==> config.mk <==
export PLATFORM = sky130hd
export DESIGN_NAME = microcode_sequencer
export DESIGN_NICKNAME = d
export VERILOG_FILES = /design/src/rtl/microcode_sequencer.sv
export SDC_FILE = /design/constraint.sdc
export NUM_CORES = 1
export LEC_CHECK = 0
export ABC_AREA = 1
export CAP_MARGIN = 20
export CORE_ASPECT_RATIO = 0.9
export CORE_MARGIN = 10
export CORE_UTILIZATION = 42
export CTS_BUF_LIST = sky130_fd_sc_hd__clkbuf_16
export CTS_CLUSTER_DIAMETER = 30
export DETAILED_ROUTE_END_ITERATION = 12
export PLACE_DENSITY = 0.78
export REMOVE_ABC_BUFFERS = 1
export SYNTH_ARGS = -nofsm -noshare
export SYNTH_HDL_FRONTEND = slang
export SYNTH_SLANG_ARGS = --single-unit
==> constraint.sdc <==
create_clock -name clk -period 1.9 [get_ports clk]
set_clock_uncertainty 0.15 [all_clocks]
set_input_delay 0.38 -clock clk [delete_from_list [all_inputs] [get_ports clk]]
set_output_delay 0.38 -clock clk [all_outputs]
set_load 0.02 [all_outputs]
==> src/rtl/microcode_sequencer.sv <==
// microcode_sequencer
//   Fetch-and-sequence controller for a 256 x 64-bit microcode EPROM. Selects
//   the EPROM, waits out its asynchronous access time, latches the microword,
//   presents it to the datapath and computes the next microaddress
//   (increment, jump, conditional branch, call/return, halt).
//
// Build option:
//   MC_STACK_EN  defined   -> CALL/RET use a STACK_DEPTH-entry return stack,
//                             overflow/underflow raise the sticky fault flag.
//                undefined -> no stack; CALL acts as JMP, RET acts as INC,
//                             fault is tied low.
//
// Parameters:
//   WAIT_CYCLES  cycles the EPROM is held selected before data is sampled (1..255)
//   STACK_DEPTH  return-stack entries, power of two (2..16)
//
// Ports:
//   clk, reset                   rising-edge clock, synchronous active-high reset
//   dispatch_valid/addr/ready    start-of-routine handshake (accepted only when idle)
//   stall                        datapath holds the current microword
//   cond[7:0]                    datapath condition flags
//   _cs, _oe, addr[7:0]          EPROM chip select / output enable (active low), address
//   data[63:0]                   EPROM data
//   uword[63:0], uword_valid     latched microword and its executing flag
//   busy                         sequencer is not idle
//   fault                        sticky stack overflow/underflow flag
module microcode_sequencer #(
  parameter int WAIT_CYCLES = 9,
  parameter int STACK_DEPTH = 4
) (
  input  logic        clk,
  input  logic        reset,
  input  logic        dispatch_valid,
  input  logic [7:0]  dispatch_addr,
  output logic        dispatch_ready,
  input  logic        stall,
  input  logic [7:0]  cond,
  output logic        _cs,
  output logic        _oe,
  output logic [7:0]  addr,
  input  logic [63:0] data,
  output logic [63:0] uword,
  output logic        uword_valid,
  output logic        busy,
  output logic        fault
);

  if (WAIT_CYCLES < 1 || WAIT_CYCLES > 255) begin : g_bad_wait
    $error("microcode_sequencer: WAIT_CYCLES must be 1..255");
  end
  if (STACK_DEPTH < 2 || STACK_DEPTH > 16 ||
      (STACK_DEPTH & (STACK_DEPTH - 1)) != 0) begin : g_bad_depth
    $error("microcode_sequencer: STACK_DEPTH must be a power of two, 2..16");
  end

  typedef enum logic [1:0] {IDLE, FETCH, EXEC} state_t;

  localparam logic [7:0] LAST_CNT = 8'(WAIT_CYCLES - 1);

  state_t     state;
  logic [7:0] cnt;

  // Microword fields: next-op, condition select, branch target.
  logic [2:0] op;
  logic       c;
  logic [7:0] tgt;
  logic [7:0] seq_addr;
  logic [7:0] nxt_addr;
  logic       go_idle;

  function automatic logic [7:0] inc8(input logic [7:0] a);
    return a + 8'd1;
  endfunction

  assign op       = uword[63:61];
  assign c        = cond[uword[60:58]];
  assign tgt      = uword[57:50];
  assign seq_addr = inc8(addr);

`ifdef MC_STACK_EN
  localparam int SP_W = $clog2(STACK_DEPTH) + 1;
  localparam logic [SP_W-1:0] SP_FULL = SP_W'(STACK_DEPTH);

  // sp counts entries; sp == STACK_DEPTH means full, so it needs one extra bit.
  logic [SP_W-1:0] sp;
  logic [SP_W-1:0] sp_m1;
  logic [7:0]      stack [STACK_DEPTH];
  logic            push;
  logic            pop;
  logic            set_fault;

  assign sp_m1 = sp - SP_W'(1);
`else
  assign fault = 1'b0;
`endif

  // Next-address decode; only consumed on the edge that leaves EXEC.
  always_comb begin
    nxt_addr = seq_addr;
    go_idle  = 1'b0;
`ifdef MC_STACK_EN
    push      = 1'b0;
    pop       = 1'b0;
    set_fault = 1'b0;
`endif
    case (op)
      3'b001: nxt_addr = tgt;
      3'b010: if (c)  nxt_addr = tgt;
      3'b011: if (!c) nxt_addr = tgt;
`ifdef MC_STACK_EN
      3'b100: begin
        if (sp == SP_FULL) begin
          go_idle   = 1'b1;
          set_fault = 1'b1;
        end else begin
          push     = 1'b1;
          nxt_addr = tgt;
        end
      end
      3'b101: begin
        if (sp == '0) begin
          go_idle   = 1'b1;
          set_fault = 1'b1;
        end else begin
          pop      = 1'b1;
          nxt_addr = stack[sp_m1[SP_W-2:0]];
        end
      end
`else
      3'b100: nxt_addr = tgt;
`endif
      3'b110: go_idle = 1'b1;
      default: ;
    endcase
  end

`ifdef MC_STACK_EN
  // Return-address storage carries no reset; sp alone defines its contents.
  always_ff @(posedge clk) begin
    if (state == EXEC && !stall && push)
      stack[sp[SP_W-2:0]] <= seq_addr;
  end
`endif

  always_ff @(posedge clk) begin
    if (reset) begin
      state          <= IDLE;
      cnt            <= '0;
      _cs            <= 1'b1;
      _oe            <= 1'b1;
      addr           <= '0;
      uword          <= '0;
      uword_valid    <= 1'b0;
      busy           <= 1'b0;
      dispatch_ready <= 1'b1;
`ifdef MC_STACK_EN
      sp             <= '0;
      fault          <= 1'b0;
`endif
    end else begin
      case (state)
        IDLE: begin
          if (dispatch_valid) begin
            state          <= FETCH;
            addr           <= dispatch_addr;
            cnt            <= '0;
            _cs            <= 1'b0;
            _oe            <= 1'b0;
            busy           <= 1'b1;
            dispatch_ready <= 1'b0;
`ifdef MC_STACK_EN
            sp             <= '0;
            fault          <= 1'b0;
`endif
          end
        end
        FETCH: begin
          // EPROM data is sampled on the edge ending the last wait cycle.
          if (cnt == LAST_CNT) begin
            state       <= EXEC;
            uword       <= data;
            uword_valid <= 1'b1;
            _cs         <= 1'b1;
            _oe         <= 1'b1;
          end else begin
            cnt <= cnt + 8'd1;
          end
        end
        EXEC: begin
          if (!stall) begin
            uword_valid <= 1'b0;
            if (go_idle) begin
              state          <= IDLE;
              busy           <= 1'b0;
              dispatch_ready <= 1'b1;
            end else begin
              state <= FETCH;
              addr  <= nxt_addr;
              cnt   <= '0;
              _cs   <= 1'b0;
              _oe   <= 1'b0;
            end
`ifdef MC_STACK_EN
            if (set_fault) fault <= 1'b1;
            if (push)      sp    <= sp + SP_W'(1);
            if (pop)       sp    <= sp_m1;
`endif
          end
        end
        default: state <= IDLE;
      endcase
    end
  end

endmodule

## Word-level counts from Yosys, hierarchy flattened

Cells that the tools add are included.
W data, S select, Z words.

- Div/mod/pow operators: 0
- $lt $le $gt $ge: 1
- Equality and inequality tests: 14
- Bitwise gates (word level): 0
- Shifts and indexed selects: 0
- Mux-type cells: 34
- Reduce and logical (&&, ||, !) cells: 12
- $add $sub $neg: 2
- Multipliers: 0

Operator list:

| operator | number |
|---|---|
| $mux W8 | 9 |
| $pmux W8 S3 | 2 |
| $add A8 B1 Y8 const B | 2 |
| $pmux W8 S2 | 1 |
| $mux W1 | 13 |
| $ne A2 B2 Y1 const B | 6 |
| $reduce_and A5 Y1 | 2 |
| $eq A8 B4 Y1 const B | 1 |
| $reduce_and A4 Y1 | 2 |
| $eq A3 B2 Y1 const B | 2 |
| $eq A3 B3 Y1 const B | 2 |
| $mux W2 | 3 |
| $pmux W1 S2 | 3 |
| $pmux W2 S3 | 1 |
| $reduce_and A3 Y1 | 2 |
| $lt A3 B4 Y1 const B | 1 |
| $reduce_bool A2 Y1 | 2 |
| $bmux W1 S3 | 1 |
| $eq A3 B1 Y1 const B | 1 |
| $pmux W1 S3 | 1 |
| $reduce_bool A3 Y1 | 1 |
| $eq A2 B1 Y1 const B | 1 |
| $eq A2 B2 Y1 const B | 1 |
| $logic_not A2 Y1 | 1 |
| 2 further kinds | 2 |

- Memories: 0
- Word-level logic and storage cells: 71
- Bits in read-only memories: 0
- Register bits after elaboration: 86
- Bits in latches: 0
- Bits in writable memories: 0
- Input port bits: 84
- Output and inout port bits: 78

## Depth between registers and ports, before layout

Gate-level depths: netlist (run 1).

- Depth after elaboration: 7
- Gate-level depth with buffers: 12

## Worst setup path after synthesis (run 1)

No wires, ideal clock.

- Path type: register to register
- Start point: register addr[0]
- End point: register addr[6]
- Path slack: 201 ps
- Required time: 1679 ps
- Clock period less this slack: 1699 ps
- Buffers on the path: 0
- Stages on the path, launching flop included: 9
- Data arrival time: 1478 ps
- Cells stage by stage: dfxtp_1 -> ha_1 -> nand3_1 -> nor3b_1 -> xor2_1 -> nand3_1 -> nand3_1 -> nand2_1 -> a21oi_1

- Cells in the longest elaborated chain, start to end: 6
- Elaborated cells between the ends (all ways): 7
- Classes of those cells: 1 x add/sub; 6 x mux

Ends and longest elaborated chain:

| item | line | source |
|---|---|---|
| start: declaration | 40 | `output logic [7:0] addr,` |
| start signal: assignment | 165 | `addr <= dispatch_addr;` |
| start signal: assignment | 198 | `addr <= nxt_addr;` |
| $add A8 B1 Y8 * | 72 | `return a + 8'd1;` |
| $mux W8 (on tied branches) | 109, 108 |  |
| $pmux W8 S3 * | 106 | `case (op)` |
| $mux W8 * | 192 | `if (go_idle) begin` |
| $mux W8 * | 190 | `if (!stall) begin` |
| $pmux W8 S2 * | 161 | `case (state)` |

Mark *: on every way between the ends. The rest lies on a longest branch, timed or not. The select of a mux whose other input is x is not followed.
A chain may end at the register's enable or synchronous reset.

## Worst setup path after layout (run 1)

- Start point: register uword[39]
- End point: output port uword[39]

RTL lines:

| item | line | source |
|---|---|---|
| start: declaration | 42 | `output logic [63:0] uword,` |
| start signal: assignment | 181 | `uword <= data;` |

No word-level cell between the ends.

==> results of run 1 <==
-- registers in the layout, indices dropped and copies added, names as in the netlist --
register / flops
_oe: 1
addr: 8
busy: 1
cnt: 8
dispatch_ready: 1
state: 2
uword: 64
uword_valid: 1
-- kinds of logic (layout without fill, tap and decap cells) --
group | Yosys count | in the layout | synth area share, %
buf+inv | 120 | 288 | 14.2
simple gates | 128 | 128 | 16.5
flops | 86 | 86 | 45.6
fa+ha+maj | 3 | 3 | 0.995
other cells | 1 | 1 | 0.0994
compound gates | 153 | 153 | 20.8
xor+xnor | 8 | 8 | 1.86
-- where the power goes --
| part | switching, mW | leakage (nW) | internal (mW) | total, mW |
|---|---|---|---|---|
| combinational | 0.200 | 1.63 | 0.272 | 0.472 |
| clock | 0.771 | 0.159 | 1.17 | 1.94 |
| sequential | 0.0262 | 0.697 | 1.83 | 1.85 |
| total | 0.996 | 2.49 | 3.27 | 4.27 |
-- synthesized netlist by cell type, types with 2 or more instances --
master    number  area share, %
xor2_1         5            1.2
clkbuf_1      13            1.3
inv_2          4           0.40
buf_6         10            3.0
dfxtp_1       86             46
or2_2          3           0.50
buf_4          2           0.40
o21ai_1        2           0.27
o211ai_1       2           0.40
a21oi_1       77             10
nand3_1       29            3.8
ha_1           3            1.0
nand2_1       46            4.6
o21ai_0       69            9.2
nand2_2        2           0.33
nand4_1       11            1.8
xnor2_1        3           0.70
nor3b_1        3           0.60
nor3_1         5           0.66
nor2_1        22            2.2
inv_1         90            9.0
-- layout make-up --
class | count | area share, %
clock buffers | 9 | 3.70
clock inverters | 7 | 1.73
inverters | 94 | 6.03
multi-input cells | 293 | 27.3
flip-flops and latches | 86 | 28.4
well taps | 119 | 2.45
repair buffers | 178 | 30.4
-- routing by layer --
metal | track usage (%) | routed length, um | share of wire [%] | up-vias
li1 | - | - | - | 1946
met1 | 17.0 | 4810 | 39 | 1788
met2 | 29.4 | 6050 | 49 | 148
met3 | 9.02 | 1220 | 9.9 | 15
met4 | 5.68 | 217 | 1.8 | 0
met5 | 0 | 0 | 0 | -
-- metrics by stage --
step / cell area, um^2 / cells / TNS (ns) / worst slack (ns)
CTS: 5790 / 778 / -0.00250 / -0.00234
finish: 6080 / 786 / 0 / 0.0329
floorplan: 3590 / 473 / -28.66 / -0.695
global placement: 5470 / 762 / -1.76 / -0.165
global route: 6080 / 786 / -0.100 / -0.0191
detailed placement: 5470 / 762 / -2.56 / -0.249
-- final timing paths --
path	start	to	slack (ns)	cells after the start
worst max-delay path	uword[39]$_SDFFE_PP0P_	uword[39]	0.03	1
worst min-delay path	stall	state[1]$_SDFFE_PP0P_	0.26	3
worst max register to register	cnt[1]$_SDFFE_PP0P_	cnt[7]$_SDFFE_PP0P_	0.06	12
worst min register to register	uword[42]$_SDFFE_PP0P_	uword[42]$_SDFFE_PP0P_	0.29	2
-- repair_timing --
item                       in CTS  in global routing
pin swaps                       0                  8
gates resized for setup        23                108
buffers inserted                0                  6
setup endpoints to repair      22                 93
gates cloned                    0                  2
==> impl_metrics.tcl, run 1 <==
set metrics [dict create \
    start_util_pct 43.6 \
    grt_pass1_wl_mm 18.0 \
    multi_input_area_mm2 0.00166 \
    crit_arrival_ns 1.34 \
    grtUsageTotal_pct 16.8 \
    drt_first_pass_iters 4 \
    hold_slack_ns 0.260 \
    cts_root_buf "clkbuf_16" \
    synthCells 499 \
    ys_ff_latch 86 \
    cp_slowest_cell "clkdlybuf4s50_1" \
    vias 3897 \
    hold_buffers 0 \
    worstPathCellList "clkdlybuf4s50_1" \
    wirelength_mm 12.3 \
    async_flop_share_pct 0 \
    drtAntennaViolNets 0 \
    worst_setup_path_start_kind "flop" \
    gp_congestion 0.873 \
    syn_avg_cell_area_um2 7.56 \
    final_cell_mix "clkdlybuf4s50_1 (137), inv_1 (87), dfxtp_1 (83)" \
    cts_max_path_buffers 2 \
    fillCellCount 706 \
    diodes 0 \
    crit_required_ns 1.37 \
    fmax_ghz 0.536 \
    drtIter0Drc 174 \
    setup_viol 0 \
    vias_per_cell 4.96 \
    p_per_area_mw_per_mm2 702 \
    critPathMaxStageDelay_ns 0.65 \
    period_share_pct 98.3 \
    num_rows 32 \
    die-area_mm2 0.0132 \
    critPathMaxFanout 2 \
    postLayoutCoreUtil_pct 70.3 \
    hold_viol 0 \
    synth_cell_types 33 \
    ys_warn_count 0 \
    synth_edf_count 0 \
    crit_family "buffers and inverters" \
    status "finished, final reports clean" \
    yosysSeqAreaShare_pct 45.6 \
    layout_commonest_cell "clkdlybuf4s50_1" \
    design.core.area_mm2 0.00865 \
    power_mw 4.27 \
    clkTransAtPathRegs_ns 0.07 \
    synth_ff_type "dfxtp_1" \
    worstSetupPathType "reg -> out" \
    numCtsBuffers 9 \
    drc_errors 0 \
    numClockSinks 86 \
    regArea_mm2 0.00173 \
    syn2layout_area_growth_pct 61.2 \
    maxSlewViolCount 0 \
    wl_per_cell_um 15.7 \
    overflow 0 \
    fp.dieW_um 120 \
    grt_pass1_vias 3689 \
    holdCritPathClass "in -> reg" \
    netlist_area_mm2 0.00377 \
    period_needed_ns 1.87 \
    hpwl_mm 8.56 \
    worst-path-buf-inv 1 \
    max_cap_violations 0 \
    cts_htree_levels 3 \
    peakVddDrop_v 0.000591 \
    drive_above_1_share_pct 13.3 \
    p_leak_nw 2.49 \
    grt_max_degree 71 \
    fin_nets 749 \
    die_h_um 110 \
    setup.worst_path.end_class "output port" \
    tritoncts "yes" \
    portBuffers 160 \
    worstSkewPairLatency_ns 0.33 \
    ios 162 \
    antenna_found_initial 0 \
]
Power figures use the tool's default switching activity.
==> run 2, diff against run 1 <==
--- a/config.mk
+++ b/config.mk
@@ -9,11 +9,12 @@
 export CAP_MARGIN = 20
 export CORE_ASPECT_RATIO = 0.9
 export CORE_MARGIN = 10
-export CORE_UTILIZATION = 42
+export CORE_UTILIZATION = 46
 export CTS_BUF_LIST = sky130_fd_sc_hd__clkbuf_16
 export CTS_CLUSTER_DIAMETER = 30
 export DETAILED_ROUTE_END_ITERATION = 12
-export PLACE_DENSITY = 0.78
+export GPL_ROUTABILITY_DRIVEN = 0
+export PLACE_DENSITY = 0.84
 export REMOVE_ABC_BUFFERS = 1
 export SYNTH_ARGS = -nofsm -noshare
 export SYNTH_HDL_FRONTEND = slang
==> constraint.sdc (replaced) <==
create_clock -name clk -period 2.3 [get_ports clk]
set_clock_uncertainty 0.15 [all_clocks]
set_input_delay 0.46 -clock clk [delete_from_list [all_inputs] [get_ports clk]]
set_output_delay 0.46 -clock clk [all_outputs]
set_load 0.02 [all_outputs]
==> run 2 against run 1 <==
Against the previous run: die area down 7.2%; combinational power down 26%; worst hold slack better by 0.034 ns; critical path type is now reg -> reg; largest cell class is now flip-flops and latches.
==> impl_metrics.tcl, run 2 (synthesis gave the netlist of run 1 again) <==
set metrics [dict create \
    status "finished, final reports clean" \
    worstSetupPathType "reg -> reg" \
    diodes 0 \
    p_per_area_mw_per_mm2 596 \
    worst_slack_ns 0.156 \
    post-place-ws_ns 0.00823 \
    crit_arrival_ns 2.21 \
    critPathMaxFanout 86 \
    cts_max_path_buffers 2 \
    top_register "uword" \
    clkTransAtPathRegs_ns 0.07 \
    numCtsBuffers 9 \
    worstPathCellList "inv_1 -> ha_1 -> nand2_1 -> nor3_2 -> nand2_1 -> nor2_1 -> clkinv_2 -> buf_16 -> nand3_2 -> nor2_4 -> nand4_1 -> nand3_1 -> nor2_1" \
    grtUsageTotal_pct 19.4 \
    overflow 0 \
    period_share_pct 93.2 \
    antenna_found_initial 0 \
    layout_commonest_cell "clkdlybuf4s50_1" \
    period_needed_ns 2.14 \
    rr_startpoint "cnt[0]$_SDFFE_PP0P_" \
    max_cap_violations 0 \
    peakVddDrop_v 0.000425 \
    tritoncts "yes" \
    num_rows 31 \
    worst-path-buf-inv 3 \
    largest_reg_flops 64 \
    top_regs "uword: 64 flops, addr: 8 flops, cnt: 8 flops" \
    cts_root_buf "clkbuf_16" \
    setup.worst_path.start "cnt[0]$_SDFFE_PP0P_" \
    rsz0062_at_grt "false" \
    fmax_ghz 0.466 \
    worst_setup_path_start_kind "flop" \
    die_h_um 106 \
    critPathMaxStageDelay_ns 0.34 \
    die-area_mm2 0.0122 \
    design.core.area_mm2 0.00803 \
    vias_per_cell 5.02 \
    share_comb_of_total_power_pct 10.2 \
    drt_first_pass_iters 4 \
    final_cells 753 \
    hold_slack_ns 0.295 \
    power_frac_seq_pct 44.9 \
    drtIter0Drc 121 \
    power.share.clock_pct 44.9 \
    dp_cells 737 \
    worstSkewPairLatency_ns 0.33 \
    setup.worst_path.end_class "flop" \
    drc_errors 0 \
    portBuffers 160 \
    p_switching_uw 750 \
    hpwl_mm 9.31 \
    hp-start "uword[8]$_SDFFE_PP0P_" \
    fin_nets 736 \
    grt_pass1_wl_mm 19.1 \
    fp.dieW_um 115 \
    wirelength_mm 12.0 \
    vias 3779 \
    cts_htree_levels 3 \
    syn2layout_area_growth_pct 51.5 \
    crit_family "simple AND/OR/NAND/NOR gates" \
    maxSlewViolCount 0 \
    relSlewSlack_pct 64.0 \
    ios 162 \
    final_cell_mix "clkdlybuf4s50_1 (160), inv_1 (90), dfxtp_1 (86)" \
    setup_viol 0 \
    wl_per_cell_um 16.0 \
    hold_viol 0 \
    numClockSinks 86 \
    holdCritPathClass "reg -> reg" \
    cp_slowest_cell "dfxtp_1" \
    grt_max_degree 87 \
    worstMarginPinSlew_ns 0.536 \
    drive_above_1_share_pct 5.66 \
    fillCellCount 608 \
    start_util_pct 47.0 \
    drtAntennaViolNets 0 \
    grt_pass1_vias 3842 \
    switching_share_pct 22.0 \
    crit_required_ns 2.37 \
    intPower_mw 2.66 \
    p_leak_nw 2.10 \
]
## run 2: cell count changes in the layout (fill, tap and decap cells not counted), moves of 9 or more
| cell | change |
|---|---|
| dlymetal6s2s_1 | -12 |
| dlygate4sd2_1 | -11 |
| o21ai_2 | -24 |
| buf_4 | -9 |
| o21ai_1 | -39 |
| o21ai_0 | +64 |
| clkdlybuf4s50_1 | +23 |
## run 2: layout make-up
cell class | instances | area [um^2] | share of cell area [%]
multi-input cells | 293 | 1520 | 26.5
inverters | 94 | 354 | 6.20
clock buffers | 9 | 225 | 3.94
repair buffers | 165 | 1680 | 29.5
flip-flops and latches | 86 | 1720 | 30.1
well taps | 99 | 124 | 2.17
clock inverters | 7 | 90.1 | 1.58
## run 2: worst paths after layout
check	slack, ns	depth (start not counted)	endpoint
worst max-delay path	0.16	13	cnt[7]$_SDFFE_PP0P_
worst min-delay path	0.29	2	uword[8]$_SDFFE_PP0P_
worst min register to register	0.29	2	uword[8]$_SDFFE_PP0P_
worst max register to register	0.16	13	cnt[7]$_SDFFE_PP0P_
## run 2: what timing repair did
item                       4_1_cts  5_1_grt
gates resized for setup          0        1
setup buffers                    0        0
hold buffers                     0        0
setup endpoints to repair        0        1
## run 2: metal layers
layer,GRT usage (%),part of all wire (%),vias up
met3,13.8,16,17
met5,0,0,-
met4,5.24,1.2,0
met2,33.0,47,160
met1,18.5,35,1685
li1,-,-,1917
## run 2: worst min-delay path, stage by stage, from the launching register on
cell	delay [ns]
dfxtp_1	0.31
inv_1	0.05
a21oi_1	0.05
## run 2: power by group through the flow
stage	clock network (mW)	registers [mW]	logic (mW)
final	1.53	1.53	0.347
after global routing	1.62	1.53	0.379
after CTS	1.56	1.53	0.349
after global placement	0	1.56	0.336
after floorplan	0	1.58	0.114
after detailed placement	0	1.56	0.346
## run 2: stage by stage
stage	power, mW	TNS, ns	area [um^2]	utilization [%]
final	3.41	0	5720	71.2
after global routing	3.53	0	5720	71.2
after CTS	3.43	0	5710	71.1
after detailed placement	1.91	0	5390	67.2
after global placement	1.90	0	5390	67.2
after floorplan	1.69	-1.94	3590	-
